[config.mk]
export PLATFORM = sky130hd
export DESIGN_NAME = tick_generator_flat
export DESIGN_NICKNAME = d
export VERILOG_FILES = /design/src/rtl/tick_generator_if.sv /design/src/rtl/tick_generator.sv /design/src/flat_wrapper.sv
export SDC_FILE = /design/constraint.sdc
export NUM_CORES = 1
export LEC_CHECK = 0
export CAP_MARGIN = 20
export CELL_PAD_IN_SITES_DETAIL_PLACEMENT = 1
export CELL_PAD_IN_SITES_GLOBAL_PLACEMENT = 1
export CORE_MARGIN = 2
export CORE_UTILIZATION = 45
export CTS_CLUSTER_SIZE = 24
export DETAILED_ROUTE_END_ITERATION = 8
export DONT_BUFFER_PORTS = 1
export GPL_TIMING_DRIVEN = 0
export MAX_ROUTING_LAYER = met4
export PLACE_DENSITY_LB_ADDON = 0.2
export REMOVE_ABC_BUFFERS = 1
export SKIP_LAST_GASP = 1
export SYNTH_ARGS = -nofsm -noshare
export SYNTH_HDL_FRONTEND = slang
export SYNTH_SLANG_ARGS = --single-unit
[constraint.sdc]
create_clock -name clk -period 6 [get_ports clk]
set_clock_uncertainty 0.05 [all_clocks]
set_input_delay 0.9 -clock clk [delete_from_list [all_inputs] [get_ports clk]]
set_output_delay 0.9 -clock clk [all_outputs]
set_load 0.01 [all_outputs]
[src/rtl/tick_generator_if.sv]
// Configuration handshake and per-channel tick outputs shared between
// the tick generator and whatever drives its configuration port.
interface tick_generator_if #(
    parameter int NUM_CH = 4,
    parameter int CNT_W  = 25
) ();
    localparam int CH_W = (NUM_CH > 1) ? $clog2(NUM_CH) : 1;

    logic [NUM_CH-1:0] en;
    logic              cfg_valid;
    logic [CH_W-1:0]   cfg_ch;
    logic [CNT_W-1:0]  cfg_div;
    logic              cfg_oneshot;
    logic              cfg_ready;
    logic [NUM_CH-1:0] tick;
    logic [NUM_CH-1:0] slow_clk;
    logic [NUM_CH-1:0] busy;

    modport master (
        output en, cfg_valid, cfg_ch, cfg_div, cfg_oneshot,
        input  cfg_ready, tick, slow_clk, busy
    );

    modport slave (
        input  en, cfg_valid, cfg_ch, cfg_div, cfg_oneshot,
        output cfg_ready, tick, slow_clk, busy
    );
endinterface

[src/rtl/tick_generator.sv]
// Multi-channel programmable divider: each channel emits a one-cycle tick every
// div cycles (periodic) or once (one-shot), plus a square wave toggling per tick.
module tick_generator #(
    parameter int NUM_CH  = 4,
    parameter int CNT_W   = 25,
    parameter int DEF_DIV = 13500
) (
    input  logic            clk,
    input  logic            rst,
    tick_generator_if.slave bus
);
    localparam int               CH_W      = (NUM_CH > 1) ? $clog2(NUM_CH) : 1;
    localparam logic [CNT_W-1:0] ZERO_C    = {CNT_W{1'b0}};
    localparam logic [CNT_W-1:0] ONE_C     = {{(CNT_W-1){1'b0}}, 1'b1};
    localparam logic [CNT_W-1:0] DEF_DIV_C = CNT_W'(DEF_DIV);

    logic [CNT_W-1:0]  cnt_q    [NUM_CH];
    logic [CNT_W-1:0]  cnt_d    [NUM_CH];
    logic [CNT_W-1:0]  div_q    [NUM_CH];
    logic [CNT_W-1:0]  div_d    [NUM_CH];
    logic [CNT_W-1:0]  sh_div_q [NUM_CH];
    logic [CNT_W-1:0]  sh_div_d [NUM_CH];
    logic [NUM_CH-1:0] mode_q,    mode_d;
    logic [NUM_CH-1:0] sh_mode_q, sh_mode_d;
    logic [NUM_CH-1:0] run_q,     run_d;
    logic [NUM_CH-1:0] pending_q, pending_d;
    logic [NUM_CH-1:0] tick_q,    tick_d;
    logic [NUM_CH-1:0] slow_q,    slow_d;
    logic [NUM_CH-1:0] busy_q,    busy_d;
    logic [NUM_CH-1:0] hit_s, idle_s, tc_s;
    logic              cfg_ready_s;

    // A channel with a deferred write refuses further writes; unknown channels always accept.
    always_comb begin
        cfg_ready_s = 1'b1;
        for (int i = 0; i < NUM_CH; i++) begin
            if (bus.cfg_ch == CH_W'(i)) begin
                cfg_ready_s = ~pending_q[i];
            end else begin
                cfg_ready_s = cfg_ready_s;
            end
        end
    end

    // Per-channel next state: immediate writes first, then counting and shadow hand-over.
    always_comb begin
        for (int i = 0; i < NUM_CH; i++) begin
            cnt_d[i]     = cnt_q[i];
            div_d[i]     = div_q[i];
            sh_div_d[i]  = sh_div_q[i];
            mode_d[i]    = mode_q[i];
            sh_mode_d[i] = sh_mode_q[i];
            run_d[i]     = run_q[i];
            pending_d[i] = pending_q[i];
            tick_d[i]    = 1'b0;
            slow_d[i]    = slow_q[i];

            hit_s[i]  = bus.cfg_valid && cfg_ready_s && (bus.cfg_ch == CH_W'(i));
            idle_s[i] = !bus.en[i] || (div_q[i] == ZERO_C) || (mode_q[i] && !run_q[i]);
            tc_s[i]   = bus.en[i] && (div_q[i] != ZERO_C) && (!mode_q[i] || run_q[i])
                        && (cnt_q[i] == (div_q[i] - ONE_C));

            if (hit_s[i] && (idle_s[i] || bus.cfg_oneshot)) begin
                div_d[i]  = bus.cfg_div;
                mode_d[i] = bus.cfg_oneshot;
                run_d[i]  = bus.cfg_oneshot;
                cnt_d[i]  = ZERO_C;
            end else begin
                // pending_q is 0 whenever a write is accepted, so a fresh shadow never applies this edge
                if (hit_s[i]) begin
                    sh_div_d[i]  = bus.cfg_div;
                    sh_mode_d[i] = 1'b0;
                    pending_d[i] = 1'b1;
                end else begin
                    pending_d[i] = pending_q[i];
                end

                if (!bus.en[i]) begin
                    cnt_d[i] = ZERO_C;
                    if (pending_q[i]) begin
                        div_d[i]     = sh_div_q[i];
                        mode_d[i]    = sh_mode_q[i];
                        pending_d[i] = 1'b0;
                    end else begin
                        div_d[i] = div_q[i];
                    end
                end else if ((div_q[i] == ZERO_C) || (mode_q[i] && !run_q[i])) begin
                    cnt_d[i] = ZERO_C;
                end else if (tc_s[i]) begin
                    cnt_d[i]  = ZERO_C;
                    tick_d[i] = 1'b1;
                    slow_d[i] = ~slow_q[i];
                    run_d[i]  = mode_q[i] ? 1'b0 : run_q[i];
                    if (pending_q[i]) begin
                        div_d[i]     = sh_div_q[i];
                        mode_d[i]    = sh_mode_q[i];
                        pending_d[i] = 1'b0;
                    end else begin
                        div_d[i] = div_q[i];
                    end
                end else begin
                    cnt_d[i] = cnt_q[i] + ONE_C;
                end
            end

            busy_d[i] = run_d[i] & mode_d[i];
        end
    end

    // Channel state and registered outputs.
    always_ff @(posedge clk or negedge rst) begin
        if (!rst) begin
            for (int i = 0; i < NUM_CH; i++) begin
                cnt_q[i]    <= ZERO_C;
                div_q[i]    <= DEF_DIV_C;
                sh_div_q[i] <= ZERO_C;
            end
            mode_q    <= '0;
            sh_mode_q <= '0;
            run_q     <= '0;
            pending_q <= '0;
            tick_q    <= '0;
            slow_q    <= '0;
            busy_q    <= '0;
        end else begin
            cnt_q     <= cnt_d;
            div_q     <= div_d;
            sh_div_q  <= sh_div_d;
            mode_q    <= mode_d;
            sh_mode_q <= sh_mode_d;
            run_q     <= run_d;
            pending_q <= pending_d;
            tick_q    <= tick_d;
            slow_q    <= slow_d;
            busy_q    <= busy_d;
        end
    end

    assign bus.cfg_ready = cfg_ready_s;
    assign bus.tick      = tick_q;
    assign bus.slow_clk  = slow_q;
    assign bus.busy      = busy_q;
endmodule

[src/flat_wrapper.sv]
// flat-port wrapper written by rule: the top's interface ports become plain ports
module tick_generator_flat 
#(
    parameter int NUM_CH  = 4,
    parameter int CNT_W   = 25,
    parameter int DEF_DIV = 13500
)
  (clk, rst, bus_en, bus_cfg_valid, bus_cfg_ch, bus_cfg_div, bus_cfg_oneshot, bus_cfg_ready, bus_tick, bus_slow_clk, bus_busy);
  tick_generator_if #(.NUM_CH(NUM_CH), .CNT_W(CNT_W)) bus_i ();
  input  logic clk;
  input  logic rst;
  input wire logic [$bits(bus_i.en)-1:0] bus_en;
  input wire logic [$bits(bus_i.cfg_valid)-1:0] bus_cfg_valid;
  input wire logic [$bits(bus_i.cfg_ch)-1:0] bus_cfg_ch;
  input wire logic [$bits(bus_i.cfg_div)-1:0] bus_cfg_div;
  input wire logic [$bits(bus_i.cfg_oneshot)-1:0] bus_cfg_oneshot;
  output wire logic [$bits(bus_i.cfg_ready)-1:0] bus_cfg_ready;
  output wire logic [$bits(bus_i.tick)-1:0] bus_tick;
  output wire logic [$bits(bus_i.slow_clk)-1:0] bus_slow_clk;
  output wire logic [$bits(bus_i.busy)-1:0] bus_busy;
  assign bus_i.en = bus_en;
  assign bus_i.cfg_valid = bus_cfg_valid;
  assign bus_i.cfg_ch = bus_cfg_ch;
  assign bus_i.cfg_div = bus_cfg_div;
  assign bus_i.cfg_oneshot = bus_cfg_oneshot;
  assign bus_cfg_ready = bus_i.cfg_ready;
  assign bus_tick = bus_i.tick;
  assign bus_slow_clk = bus_i.slow_clk;
  assign bus_busy = bus_i.busy;
  tick_generator #(.NUM_CH(NUM_CH), .CNT_W(CNT_W), .DEF_DIV(DEF_DIV)) u_core (.clk(clk), .rst(rst), .bus(bus_i));
endmodule
==> out/qor.yml <==
status: "completed"
drive_gt1_share_pct: 22.2
via_per_inst: 5.71
grt_max_degree: 191
synth-edff-count: 0
reg2reg_from: "u_core.div_q[25]"
gp_congestion: 0.877
n_antenna_cell: 0
worstMarginPinSlew_ps: 1030
path_buf_inv: 1
hold_viol_final: 0
worstRegToRegCells: 11
clock_path_buffers: 3
cts_tree: "done"
critPathSlowestCell: "a31oi_4"
highest_layer: "met4"
wl_met2_mm: 22.8
yosysWarnings: 0
slew_headroom_pct: 30.9
comb_power_share_pct: 31.1
seq_power_share_pct: 41.2
layout_min_cycle_time_ps: 4640
cap_viol_max_count: 0
die-area_sq_um: 42100
power_switching_uw: 3090
syn_area_sq_um: 18200
clock-sinks: 324
ys_seq_area_share_pct: 44.7
criticalPathCategory: "reg2reg"
slew_viol_final: 0
core-area_sq_um: 39800
crit-reg2reg-capture: "u_core.div_q[31]"
ir_worst_vdd_v: 0.000217
wl_per_cell_microns: 21.2
cp.arrival_ps: 5030
numCtsBuffers: 37
antenna_left: 0
fin_crit_sh_pct: 77.3
grt_pass1_wl_mm: 76.8
start_util_pct: 45.7
rows: 73
p_leak_uw: 0.00862
grt_pass1_vias: 13700
dr.pass1.iters: 4
layout_common_cells: "dfrtp_1, nor2_1, mux2_2"
cp-end-kind: "register"
ff2ff_setup_slack_ps: 1360
layout_commonest_cell: "dfrtp_1"
ys_types: 86
start_kind: "register"
cts.repair.resized: 0
cp_max_fo: 26
clkLatencyLatePin_ps: 560
cellPowerDensity_nw_per_um2: 441
avgSynthCellArea_sq_um: 10.7
tns_ps: 0
swShare_pct: 34.7
clockRootBuffer: "clkbuf_16"
die_w_microns: 205
p_int_uw: 5810
h-tree-depth: 2
setup.worst_path.start: "u_core.div_q[25]"
p_clk_share_pct: 27.6
nets: 1728
dr_total_vias: 12800
met1_length_mm: 21.8
cp_top_family: "simple AND/OR/NAND/NOR gates"
dp.final_hpwl_mm: 33.0
critPathRequiredTime_ps: 6390
path_cells: "inv_1 > ha_1 > or3b_2 > xnor2_1 > or3_1 > a2111oi_2 > o2111ai_1 > nor4_2 > nand3_2 > a31oi_4 > mux2_2"
hold_path.class: "in2async"
area_growth_pct: 10.8
die_y_microns: 205
rsz0062_at_grt: "false"
dp_slack_ps: 1350
synthFlopType: "dfrtp_1"
synthCells: 1701
fmax_mhz: 216
clk_pin_slew_worst_paths_ps: 60
synth-seq-cells: 324
async_flop_share_pct: 100
grt.overflow.total: 0
post-route-worst-setup-slack_ps: 1360
drc: 0
antenna_found_initial: 0
portBuffers: 0
drt_iter0_markers: 577
setup_viol: 0
routed_wl_mm: 47.4
met3_length_mm: 1.35
grt_use_total_pct: 24.0
crit_path_max_incr_delay_ps: 850
io_pins: 48
## metrics by stage
stage | hold slack (ps) | util (%) | total power, uW | instance area (sq um) | std cells
2_1_floorplan | 400 | - | 5600 | 17800 | 1625
3_3_place_gp | 418 | 46.4 | 6230 | 18500 | 2150
3_5_place_dp | 439 | 47.1 | 6400 | 18800 | 2162
4_1_cts | 5.41 | 50.5 | 8950 | 20100 | 2232
5_1_grt | 17.7 | 50.7 | 9450 | 20200 | 2235
6_report | 49.9 | 50.7 | 8890 | 20200 | 2235
## worst max path at each step
stage,end,slack (ps),depth (start not counted)
after global routing,u_core.div_q[34],1080,11
after CTS,u_core.div_q[36],1320,11
after detailed placement,u_core.div_q[36],1350,11
after global placement,u_core.div_q[95],50,8
after floorplan,u_core.div_q[95],1660,8
final,u_core.div_q[31],1360,11
## worst register-to-register path, stage by stage (launching register included)
cell	delay (ps)
dfrtp_1	480
inv_1	150
ha_1	280
or3b_2	570
xnor2_1	180
or3_1	410
a2111oi_2	420
o2111ai_1	190
nor4_2	310
nand3_2	210
a31oi_4	850
mux2_2	430
## synth_stat cells, types with 5 or more instances
cell type  count  area, sq um
and3_1        19          119
mux2i_1       53          531
or4_1         13         97.6
dfstp_2       32          841
nor2_1       196          736
xnor2_1      112          981
or3b_2         6         52.6
and2_1        10         62.6
ha_1          12          150
a21oi_1       43          215
nor4b_1        8         70.1
inv_1         35          131
clkbuf_1      54          203
nor3_1        47          235
nor3b_1       11         82.6
nor4_2         5         62.6
a31oi_1        7         43.8
nand4_1       34          213
dfrtp_1      292         7310
nor4_1        27          169
mux2_1        10          113
o211ai_1       8         60.1
a211oi_1       5         37.5
buf_2          6         30.0
or3_1         14         87.6
nand2b_1       9         56.3
nor2b_1       13         81.3
or4_4          5         56.3
nand2_1       73          274
nand3b_1       8         60.1
xor2_1       109          955
buf_6          7         78.8
mux2_4        27          405
nand3_1       61          305
o21ai_0       26          130
buf_1          5         18.8
and4_1         8         70.1
mux2_2       196         2210
## flip-flops by register name, indices dropped and copies added, names as in the netlist
name,cells
u_core.bus.tick,4
u_core.bus.slow_clk,4
u_core.pending_q,4
u_core.mode_q,4
u_core.bus.busy,4
u_core.sh_div_q,100
u_core.div_q,100
u_core.cnt_q,100
u_core.run_q,4
## cell type report
cell class	instances	area (sq um)
tap	525	657
clock inverter	14	201
multi-input combinational	1266	9600
clock buffer	54	1120
fill	4319	19600
inverter	35	131
sequential	324	8150
timing repair buffer	17	318
## what timing repair did
item	4_1_cts	5_1_grt
buffers inserted	0	0
hold buffers	2	0
hold endpoints to repair	120	0
## kinds of logic (layout without fill, tap and decap cells)
kind of cell | after synthesis | count (layout) | share of synthesized area, %
compound gates | 156 | 156 | 5.87
mux | 287 | 287 | 18.0
simple gates | 590 | 590 | 17.1
buf+inv | 111 | 120 | 2.84
fa+ha+maj | 12 | 12 | 0.824
xor+xnor | 221 | 221 | 10.6
flops | 324 | 324 | 44.7
## metal layers
layer  track usage (%)  vias to the layer above
li1                  -                     5996
met1              30.6                     6558
met2              39.5                      144
met3              3.28                       69
met4              7.89                        0
met5                 -                        -
## power groups by stage
stage               Sequential [uW]  Combinational (uW)  Clock [uW]
finish                         3670                2770        2460
global route                   3770                3070        2610
CTS                            3650                2780        2530
detailed placement             3680                2730           0
global placement               3630                2600           0
floorplan                      3380                2220           0
No activity file was read; power rests on OpenSTA's default activity.
